[src/rtl/pipeline_stall_ctrl_if.sv]
// Hazard/stall controller bundle: ID/EX/MEM/WB hazard info, cache miss status,
// DMA handshake in, latch enables / forwarding / bus grant / statistics out.
interface pipeline_stall_ctrl_if #(
  parameter int REG_AW = 2,
  parameter int CNT_W  = 16
);
  logic [REG_AW-1:0] rs;
  logic [REG_AW-1:0] rt;
  logic              use_rs;
  logic              use_rt;
  logic [REG_AW-1:0] dest_ex;
  logic [REG_AW-1:0] dest_m;
  logic [REG_AW-1:0] dest_wb;
  logic              regwrite_ex;
  logic              regwrite_m;
  logic              regwrite_wb;
  logic              is_load_ex;
  logic              halt_id;
  logic              i_miss;
  logic              d_miss;
  logic              i_ready;
  logic              d_ready;
  logic              br;
  logic              dma_done;
  logic              stat_clr;

  logic              pc_write;
  logic              id_write;
  logic              ex_write;
  logic              m_write;
  logic              wb_write;
  logic              flush_ex;
  logic [1:0]        fwd_a;
  logic [1:0]        fwd_b;
  logic              both_access;
  logic              bg;
  logic              dma_timeout;
  logic [CNT_W-1:0]  stall_count;

  modport master (
    output rs, rt, use_rs, use_rt, dest_ex, dest_m, dest_wb,
           regwrite_ex, regwrite_m, regwrite_wb, is_load_ex, halt_id,
           i_miss, d_miss, i_ready, d_ready, br, dma_done, stat_clr,
    input  pc_write, id_write, ex_write, m_write, wb_write, flush_ex,
           fwd_a, fwd_b, both_access, bg, dma_timeout, stall_count
  );

  modport slave (
    input  rs, rt, use_rs, use_rt, dest_ex, dest_m, dest_wb,
           regwrite_ex, regwrite_m, regwrite_wb, is_load_ex, halt_id,
           i_miss, d_miss, i_ready, d_ready, br, dma_done, stat_clr,
    output pc_write, id_write, ex_write, m_write, wb_write, flush_ex,
           fwd_a, fwd_b, both_access, bg, dma_timeout, stall_count
  );
endinterface

[src/rtl/pipeline_stall_ctrl.sv]
// 5-stage pipeline hazard/stall controller: forwarding, load-use bubbles,
// cache-miss stalls and DMA bus arbitration with a grant watchdog.
module pipeline_stall_ctrl #(
  parameter int REG_AW  = 2,
  parameter int DMA_MAX = 16,
  parameter int CNT_W   = 16
) (
  input logic clk,
  input logic reset,
  pipeline_stall_ctrl_if.slave bus
);
  // state     | meaning
  // RUN/MISS_*| normal flow / I, D or both cache refills outstanding
  // DMA_WAIT  | one drain cycle before grant; DMA_GRANT | bus owned by DMA
  typedef enum logic [2:0] {
    S_RUN, S_MISS_I, S_MISS_D, S_MISS_BOTH, S_DMA_WAIT, S_DMA_GRANT
  } state_t;

  localparam int WD_W = (DMA_MAX > 2) ? $clog2(DMA_MAX) : 1;
  localparam logic [WD_W-1:0] WD_LOAD = WD_W'(DMA_MAX - 1);

  state_t           r_state;
  state_t           w_next;
  state_t           w_exit;
  logic             r_bg;
  logic             r_dma_timeout;
  logic             r_i_rdy;
  logic             r_d_rdy;
  logic             r_rearm;
  logic [WD_W-1:0]  r_wd_cnt;
  logic [CNT_W-1:0] r_stall_count;

  logic [4:0] w_en;
  logic       w_flush;
  logic       w_both;
  logic       w_load_use;
  logic       w_dma_go;
  logic       w_i_seen;
  logic       w_d_seen;
  logic       w_wd_fire;
  logic       w_wd_trip;
  logic [1:0] w_fwd_a;
  logic [1:0] w_fwd_b;

  function automatic logic [1:0] fwd_sel(input logic use_src, input logic [REG_AW-1:0] src,
                                         input logic [REG_AW-1:0] d_ex, input logic w_ex,
                                         input logic [REG_AW-1:0] d_m, input logic w_m,
                                         input logic [REG_AW-1:0] d_wb, input logic w_wb);
    logic [1:0] sel;
    sel = 2'd0;
    if (use_src) begin
      if (w_ex && src == d_ex)      sel = 2'd1;
      else if (w_m && src == d_m)   sel = 2'd2;
      else if (w_wb && src == d_wb) sel = 2'd3;
    end
    return sel;
  endfunction

  assign w_fwd_a = fwd_sel(bus.use_rs, bus.rs, bus.dest_ex, bus.regwrite_ex,
                           bus.dest_m, bus.regwrite_m, bus.dest_wb, bus.regwrite_wb);
  assign w_fwd_b = fwd_sel(bus.use_rt, bus.rt, bus.dest_ex, bus.regwrite_ex,
                           bus.dest_m, bus.regwrite_m, bus.dest_wb, bus.regwrite_wb);
  assign w_load_use = bus.is_load_ex && bus.regwrite_ex &&
                      ((bus.use_rs && bus.rs == bus.dest_ex) || (bus.use_rt && bus.rt == bus.dest_ex));

  assign w_dma_go  = bus.br && !r_rearm;
  assign w_i_seen  = r_i_rdy || bus.i_ready;
  assign w_d_seen  = r_d_rdy || bus.d_ready;
  assign w_exit    = w_dma_go ? S_DMA_WAIT : S_RUN;
  assign w_wd_fire = (r_state == S_DMA_GRANT) && r_bg && (r_wd_cnt == '0);
  // simultaneous dma_done or br drop counts as a normal release
  assign w_wd_trip = w_wd_fire && bus.br && !bus.dma_done;

  always_ff @(posedge clk or posedge reset) begin
    if (reset) r_state <= S_RUN;
    else       r_state <= w_next;
  end

  always_comb begin
    w_next = r_state;
    case (r_state)
      S_RUN, S_DMA_WAIT: begin
        if (bus.i_miss && bus.d_miss) w_next = S_MISS_BOTH;
        else if (bus.d_miss)          w_next = S_MISS_D;
        else if (bus.i_miss)          w_next = S_MISS_I;
        else                          w_next = w_dma_go ? S_DMA_GRANT : S_RUN;
      end
      S_MISS_I: begin
        if (bus.d_miss)       w_next = S_MISS_BOTH;
        else if (bus.i_ready) w_next = w_exit;
      end
      S_MISS_D: begin
        if (bus.i_miss)       w_next = S_MISS_BOTH;
        else if (bus.d_ready) w_next = w_exit;
      end
      S_MISS_BOTH: if (w_i_seen && w_d_seen) w_next = w_exit;
      S_DMA_GRANT: if (bus.dma_done || !bus.br || w_wd_fire) w_next = S_RUN;
      default:     w_next = S_RUN;
    endcase
  end

  always_comb begin
    w_en    = 5'b11111;
    w_flush = 1'b0;
    w_both  = 1'b0;
    case (r_state)
      S_RUN, S_DMA_WAIT: begin
        if (bus.d_miss) w_en = 5'b00000;
        else if (bus.i_miss) begin
          w_en    = 5'b00111;
          w_flush = 1'b1;
        end else if (w_load_use) begin
          w_en    = 5'b00011;
          w_flush = 1'b1;
        end
      end
      S_MISS_I: begin
        if (bus.d_miss) w_en = 5'b00000;
        else if (!bus.i_ready) begin
          w_en    = 5'b00111;
          w_flush = 1'b1;
        end
      end
      S_MISS_D: if (bus.i_miss || !bus.d_ready) w_en = 5'b00000;
      S_MISS_BOTH: begin
        w_both = 1'b1;
        if (!(w_i_seen && w_d_seen)) w_en = 5'b00000;
      end
      S_DMA_GRANT: begin
        if (bus.i_miss || bus.d_miss) w_en = 5'b00000;
        else if (w_load_use) begin
          w_en    = 5'b00011;
          w_flush = 1'b1;
        end
      end
      default: w_en = 5'b11111;
    endcase
    if (bus.halt_id) w_en[4:3] = 2'b00;
  end

  always_ff @(posedge clk or posedge reset) begin
    if (reset) begin
      r_bg          <= 1'b0;
      r_wd_cnt      <= '0;
      r_i_rdy       <= 1'b0;
      r_d_rdy       <= 1'b0;
      r_rearm       <= 1'b0;
      r_dma_timeout <= 1'b0;
      r_stall_count <= '0;
    end else begin
      r_bg <= (r_state == S_DMA_GRANT) && (w_next == S_DMA_GRANT);
      if (r_state != S_DMA_GRANT && w_next == S_DMA_GRANT) r_wd_cnt <= WD_LOAD;
      else if (r_bg && r_wd_cnt != '0)                       r_wd_cnt <= r_wd_cnt - 1'b1;
      r_i_rdy <= (w_next == S_MISS_BOTH) &&
                 (r_i_rdy || (bus.i_ready && (r_state == S_MISS_I || r_state == S_MISS_BOTH)));
      r_d_rdy <= (w_next == S_MISS_BOTH) &&
                 (r_d_rdy || (bus.d_ready && (r_state == S_MISS_D || r_state == S_MISS_BOTH)));
      r_rearm <= w_wd_trip || (r_rearm && bus.br);
      if (bus.stat_clr)    r_dma_timeout <= 1'b0;
      else if (w_wd_trip)  r_dma_timeout <= 1'b1;
      if (bus.stat_clr)                           r_stall_count <= '0;
      else if (!w_en[4] && r_stall_count != '1)   r_stall_count <= r_stall_count + 1'b1;
    end
  end

  assign bus.pc_write    = w_en[4];
  assign bus.id_write    = w_en[3];
  assign bus.ex_write    = w_en[2];
  assign bus.m_write     = w_en[1];
  assign bus.wb_write    = w_en[0];
  assign bus.flush_ex    = w_flush;
  assign bus.fwd_a       = w_fwd_a;
  assign bus.fwd_b       = w_fwd_b;
  assign bus.both_access = w_both;
  assign bus.bg          = r_bg;
  assign bus.dma_timeout = r_dma_timeout;
  assign bus.stall_count = r_stall_count;
endmodule

[src/flat_wrapper.sv]
// flat-port wrapper written by rule: the top's interface ports become plain ports
module pipeline_stall_ctrl_flat 
#(
  parameter int REG_AW  = 2,
  parameter int DMA_MAX = 16,
  parameter int CNT_W   = 16
)
  (clk, reset, bus_rs, bus_rt, bus_use_rs, bus_use_rt, bus_dest_ex, bus_dest_m, bus_dest_wb, bus_regwrite_ex, bus_regwrite_m, bus_regwrite_wb, bus_is_load_ex, bus_halt_id, bus_i_miss, bus_d_miss, bus_i_ready, bus_d_ready, bus_br, bus_dma_done, bus_stat_clr, bus_pc_write, bus_id_write, bus_ex_write, bus_m_write, bus_wb_write, bus_flush_ex, bus_fwd_a, bus_fwd_b, bus_both_access, bus_bg, bus_dma_timeout, bus_stall_count);
  pipeline_stall_ctrl_if #(.REG_AW(REG_AW), .CNT_W(CNT_W)) bus_i ();
  input logic clk;
  input logic reset;
  input wire logic [$bits(bus_i.rs)-1:0] bus_rs;
  input wire logic [$bits(bus_i.rt)-1:0] bus_rt;
  input wire logic [$bits(bus_i.use_rs)-1:0] bus_use_rs;
  input wire logic [$bits(bus_i.use_rt)-1:0] bus_use_rt;
  input wire logic [$bits(bus_i.dest_ex)-1:0] bus_dest_ex;
  input wire logic [$bits(bus_i.dest_m)-1:0] bus_dest_m;
  input wire logic [$bits(bus_i.dest_wb)-1:0] bus_dest_wb;
  input wire logic [$bits(bus_i.regwrite_ex)-1:0] bus_regwrite_ex;
  input wire logic [$bits(bus_i.regwrite_m)-1:0] bus_regwrite_m;
  input wire logic [$bits(bus_i.regwrite_wb)-1:0] bus_regwrite_wb;
  input wire logic [$bits(bus_i.is_load_ex)-1:0] bus_is_load_ex;
  input wire logic [$bits(bus_i.halt_id)-1:0] bus_halt_id;
  input wire logic [$bits(bus_i.i_miss)-1:0] bus_i_miss;
  input wire logic [$bits(bus_i.d_miss)-1:0] bus_d_miss;
  input wire logic [$bits(bus_i.i_ready)-1:0] bus_i_ready;
  input wire logic [$bits(bus_i.d_ready)-1:0] bus_d_ready;
  input wire logic [$bits(bus_i.br)-1:0] bus_br;
  input wire logic [$bits(bus_i.dma_done)-1:0] bus_dma_done;
  input wire logic [$bits(bus_i.stat_clr)-1:0] bus_stat_clr;
  output wire logic [$bits(bus_i.pc_write)-1:0] bus_pc_write;
  output wire logic [$bits(bus_i.id_write)-1:0] bus_id_write;
  output wire logic [$bits(bus_i.ex_write)-1:0] bus_ex_write;
  output wire logic [$bits(bus_i.m_write)-1:0] bus_m_write;
  output wire logic [$bits(bus_i.wb_write)-1:0] bus_wb_write;
  output wire logic [$bits(bus_i.flush_ex)-1:0] bus_flush_ex;
  output wire logic [$bits(bus_i.fwd_a)-1:0] bus_fwd_a;
  output wire logic [$bits(bus_i.fwd_b)-1:0] bus_fwd_b;
  output wire logic [$bits(bus_i.both_access)-1:0] bus_both_access;
  output wire logic [$bits(bus_i.bg)-1:0] bus_bg;
  output wire logic [$bits(bus_i.dma_timeout)-1:0] bus_dma_timeout;
  output wire logic [$bits(bus_i.stall_count)-1:0] bus_stall_count;
  assign bus_i.rs = bus_rs;
  assign bus_i.rt = bus_rt;
  assign bus_i.use_rs = bus_use_rs;
  assign bus_i.use_rt = bus_use_rt;
  assign bus_i.dest_ex = bus_dest_ex;
  assign bus_i.dest_m = bus_dest_m;
  assign bus_i.dest_wb = bus_dest_wb;
  assign bus_i.regwrite_ex = bus_regwrite_ex;
  assign bus_i.regwrite_m = bus_regwrite_m;
  assign bus_i.regwrite_wb = bus_regwrite_wb;
  assign bus_i.is_load_ex = bus_is_load_ex;
  assign bus_i.halt_id = bus_halt_id;
  assign bus_i.i_miss = bus_i_miss;
  assign bus_i.d_miss = bus_d_miss;
  assign bus_i.i_ready = bus_i_ready;
  assign bus_i.d_ready = bus_d_ready;
  assign bus_i.br = bus_br;
  assign bus_i.dma_done = bus_dma_done;
  assign bus_i.stat_clr = bus_stat_clr;
  assign bus_pc_write = bus_i.pc_write;
  assign bus_id_write = bus_i.id_write;
  assign bus_ex_write = bus_i.ex_write;
  assign bus_m_write = bus_i.m_write;
  assign bus_wb_write = bus_i.wb_write;
  assign bus_flush_ex = bus_i.flush_ex;
  assign bus_fwd_a = bus_i.fwd_a;
  assign bus_fwd_b = bus_i.fwd_b;
  assign bus_both_access = bus_i.both_access;
  assign bus_bg = bus_i.bg;
  assign bus_dma_timeout = bus_i.dma_timeout;
  assign bus_stall_count = bus_i.stall_count;
  pipeline_stall_ctrl #(.REG_AW(REG_AW), .DMA_MAX(DMA_MAX), .CNT_W(CNT_W)) u_core (.clk(clk), .reset(reset), .bus(bus_i));
endmodule
[config.mk]
export PLATFORM = sky130hd
export DESIGN_NAME = pipeline_stall_ctrl_flat
export DESIGN_NICKNAME = d
export VERILOG_FILES = /design/src/rtl/pipeline_stall_ctrl_if.sv /design/src/rtl/pipeline_stall_ctrl.sv /design/src/flat_wrapper.sv
export SDC_FILE = /design/constraint.sdc
export NUM_CORES = 1
export LEC_CHECK = 0
export ABC_AREA = 1
export CORE_ASPECT_RATIO = 0.6
export CORE_MARGIN = 2
export CORE_UTILIZATION = 51
export CTS_BUF_LIST = sky130_fd_sc_hd__clkbuf_8
export DETAILED_ROUTE_END_ITERATION = 8
export PLACE_DENSITY = 0.89
export SETUP_SLACK_MARGIN = 0.1
export SLEW_MARGIN = 20
export SYNTH_ARGS = -nofsm -noshare
export SYNTH_HDL_FRONTEND = slang
export SYNTH_SLANG_ARGS = --single-unit
export TNS_END_PERCENT = 100
[constraint.sdc]
create_clock -name clk -period 1.85 [get_ports clk]
set_clock_uncertainty 0.05 [all_clocks]
set_input_delay 0.185 -clock clk [delete_from_list [all_inputs] [get_ports clk]]
set_output_delay 0.185 -clock clk [all_outputs]
set_load 0.01 [all_outputs]
==> impl_metrics.py <==
metrics = {
    "critical_path": {
        "crit_family": "buffers and inverters",
        "startpoint": "u_core.r_state[2]$_DFF_PP0_",
        "critPathLaunchType": "flop",
        "path_max_fanout": 3,
        "r2r_cells": 11,
        "cp_num_buf_inv": 5,
        "worstPathRequired_ns": 1.62,
        "cp-end-kind": "primary output",
        "regToRegEndpoint": "u_core.bus.stall_count[2]$_DFFE_PP0P_",
        "critPathCapture": "bus_pc_write",
        "rrSetupSlack_ns": 0.01,
        "slowest_delay_ns": 0.42,
        "worstSetupPathDepth": 10,
        "path_class": "flop to primary output",
        "r2r_start": "u_core.r_state[1]$_DFF_PP0_",
        "path_cells": "inv_2, nand2_4, buf_4, nor2_2, buf_4, a21oi_4, nand2_2, nand2_4, inv_4, buf_6",
        "critPathSlowestCell": "dfrtp_1",
        "cp.arrival_ns": 1.61,
    },
    "clock_network": {
        "hold_buffers": 0,
        "root_buffer": "clkbuf_8",
        "cts.sinks": 28,
        "clk_latency_ns": 0.28,
        "cts_inserted_buffers": 3,
        "htreeDepth": 1,
        "clk_pin_slew_ns": 0.10,
        "cts_tree": "done",
        "clock_path_buffers": 2,
    },
    "yosys": {
        "synth-edff-count": 0,
        "synth_common_cells": "nand2_1 (51), inv_1 (47), dfrtp_1 (28)",
        "yosys.area.top_type": "dfrtp_1",
        "yosysWarnings": 0,
        "syn_area_mm2": 0.00216,
        "avgSynthCellArea_um2": 7.43,
        "synth_ff_type": "dfrtp_1",
        "netlist_instances": 291,
        "seq_area_frac_synth_pct": 32.4,
        "synth_top_area_share_pct": 32.4,
        "synth_nets": 320,
        "ys_async_sr_fraction_pct": 100,
        "ys_types": 37,
        "synth-seq-cells": 28,
        "yosysMostFrequentCell": "nand2_1",
        "synth_area_leaders": "dfrtp_1 (32%), nand2_1 (8.9%), inv_1 (8.2%)",
    },
    "worst_hold_path": {
        "min_path_type": "input pin to async pin",
    },
    "global_route": {
        "grt_usage_pct": 29.2,
        "grt_pass1_wl_mm": 10.6,
        "grt_max_degree": 33,
        "top_usage_layer": "met2",
        "grt_overflow": 0,
        "grt_use_met3_pct": 5.13,
        "antenna_found_initial": 0,
        "grt_pass1_vias": 2234,
        "use_met1_pct": 40.1,
        "grtUsageMet2_pct": 47.9,
    },
    "floorplanning": {
        "std_cell_rows": 18,
        "die_w_um": 88.1,
        "core-area_mm2": 0.00410,
        "start_util_pct": 52.7,
        "io_pins": 55,
        "die_h_um": 54.4,
        "dieArea_mm2": 0.00479,
    },
    "sta": {
        "setup_slack_ns": 0.00146,
        "tightestPinTransition_ns": 0.436,
        "setup_viol": 0,
        "finalCritPeriodShare_pct": 99.9,
        "hold_viol_final": 0,
        "maxSlewViolCount": 0,
        "min_period_ns": 1.85,
        "rsz0062_at_grt": "true",
        "max_slew_margin_pct": 70.5,
        "max_freq_mhz": 541,
    },
    "pwr": {
        "total_power_mw": 2.78,
        "leakagePower_nw": 1.73,
        "peakVddDrop_uv": 395,
        "p_per_area_mw_per_mm2": 864,
    },
    "cells_and_area": {
        "drive_gt1_share_pct": 28.6,
        "diodes": 0,
        "nFillCells": 263,
        "nets": 415,
        "syn2layout_area_growth_pct": 48.9,
    },
    "drt": {
        "drc": 0,
        "dr.first_iter.drc_count": 209,
        "wl_per_cell_um": 15.7,
        "first_pass_iters": 5,
        "vias": 2450,
        "ant_nets": 0,
        "wl_mm": 6.98,
        "via_per_inst": 5.51,
    },
    "place": {
        "portBuffers": 54,
        "place.detailed.hpwl_mm": 4.67,
        "place.gp.congestion": 0.903,
        "preCtsSetupSlack_ns": -0.402,
    },
    "run_status": {
        "run_status": "finished, final reports clean",
    },
    "flow_run": {
        "maxCapViolations": 0,
    },
}
power by group:
part	leakage [nW]	internal, mW	switching [mW]
clock	0.0288	0.191	0.193
sequential	0.363	0.711	0.128
combinational	1.33	0.752	0.806
total	1.73	1.65	1.13
how the worst min path moves through the flow:
stage                             start                                     end  slack [ns]  cells past startpoint
4_1_cts                           reset  u_core.bus.stall_count[14]$_DFFE_PP0P_        0.22                      3
3_3_place_gp   u_core.r_rearm$_DFF_PP0_                u_core.r_rearm$_DFF_PP0_        0.42                      2
5_1_grt                           reset  u_core.bus.stall_count[14]$_DFFE_PP0P_        0.25                      3
3_5_place_dp   u_core.r_rearm$_DFF_PP0_                u_core.r_rearm$_DFF_PP0_        0.44                      2
6_report                          reset  u_core.bus.stall_count[14]$_DFFE_PP0P_        0.20                      3
2_1_floorplan                     reset                 u_core.bus.bg$_DFF_PP0_        0.20                      1
tightest hold or removal path, delay by kind of cell:
family | cells | cell delay [ns]
buf+inv | 3 | 0.75
cells by family (layout without fill, tap and decap cells):
| family | Yosys count | count (layout) | share of synthesized area (%) |
|---|---|---|---|
| and+or+nand+nor | 150 | 150 | 37.3 |
| buffers and inverters | 61 | 155 | 12.2 |
| AOI/OAI and AO/OA | 29 | 29 | 8.22 |
| DFF | 28 | 28 | 32.4 |
| xor gates and xnor gates | 20 | 20 | 8.10 |
| adders and majority gates | 3 | 3 | 1.74 |
area by class of cell:
class / instances / area, µm² / share of cell area (%)
Clock buffer: 4 / 55.1 / 1.71
Inverter: 52 / 198 / 6.14
Multi-Input combinational cell: 202 / 1330 / 41.2
Sequential cell: 28 / 704 / 21.9
Tap cell: 60 / 75.1 / 2.33
Timing Repair Buffer: 99 / 860 / 26.7
metrics by stage:
step	hold WS [ns]	instances	cell area, µm²	TNS (ns)	util [%]
after floorplan	0.198	291	2170	0	-
after global placement	0.420	430	2970	-6.01	72.4
after detailed placement	0.437	430	2970	-7.47	72.4
after CTS	0.222	439	3120	0	76.1
after global routing	0.251	445	3220	-0.671	78.5
final	0.200	445	3220	0	78.5
placed cells by master (no fill, tap or decap), types with 8 or more instances in the layout:
master / synthesis / final
inv_2: 5 / 8
nand3_1: 27 / 27
clkdlybuf4s50_1: 0 / 35
xor2_1: 14 / 14
buf_6: 0 / 8
dfrtp_1: 28 / 25
nor2_1: 22 / 19
nand4_1: 24 / 24
buf_4: 4 / 39
inv_1: 47 / 43
nand2_1: 51 / 48
o21ai_0: 9 / 8
flip-flops by register name (all words and copies together), names as in the netlist:
| signal | count |
|---|---|
| u_core.r_i_rdy | 1 |
| u_core.r_wd_cnt | 4 |
| u_core.r_d_rdy | 1 |
| u_core.bus.stall_count | 16 |
| u_core.bus.dma_timeout | 1 |
| u_core.r_rearm | 1 |
| u_core.bus.bg | 1 |
| u_core.r_state | 3 |
what timing repair did:
item | in CTS | in global routing
resized for setup | 65 | 25
pin swaps | 12 | 12
setup endpoints to repair | 33 | 33
buffers inserted | 5 | 6
metal layers:
layer | share of wire [%] | wire, µm | up-vias
met2 | 46 | 3240 | 116
met5 | 0 | 0 | -
li1 | - | - | 1155
met4 | 2.5 | 172 | 0
met3 | 8.1 | 567 | 22
met1 | 43 | 2990 | 1157
Note: power is estimated with default switching activity, not from simulation.
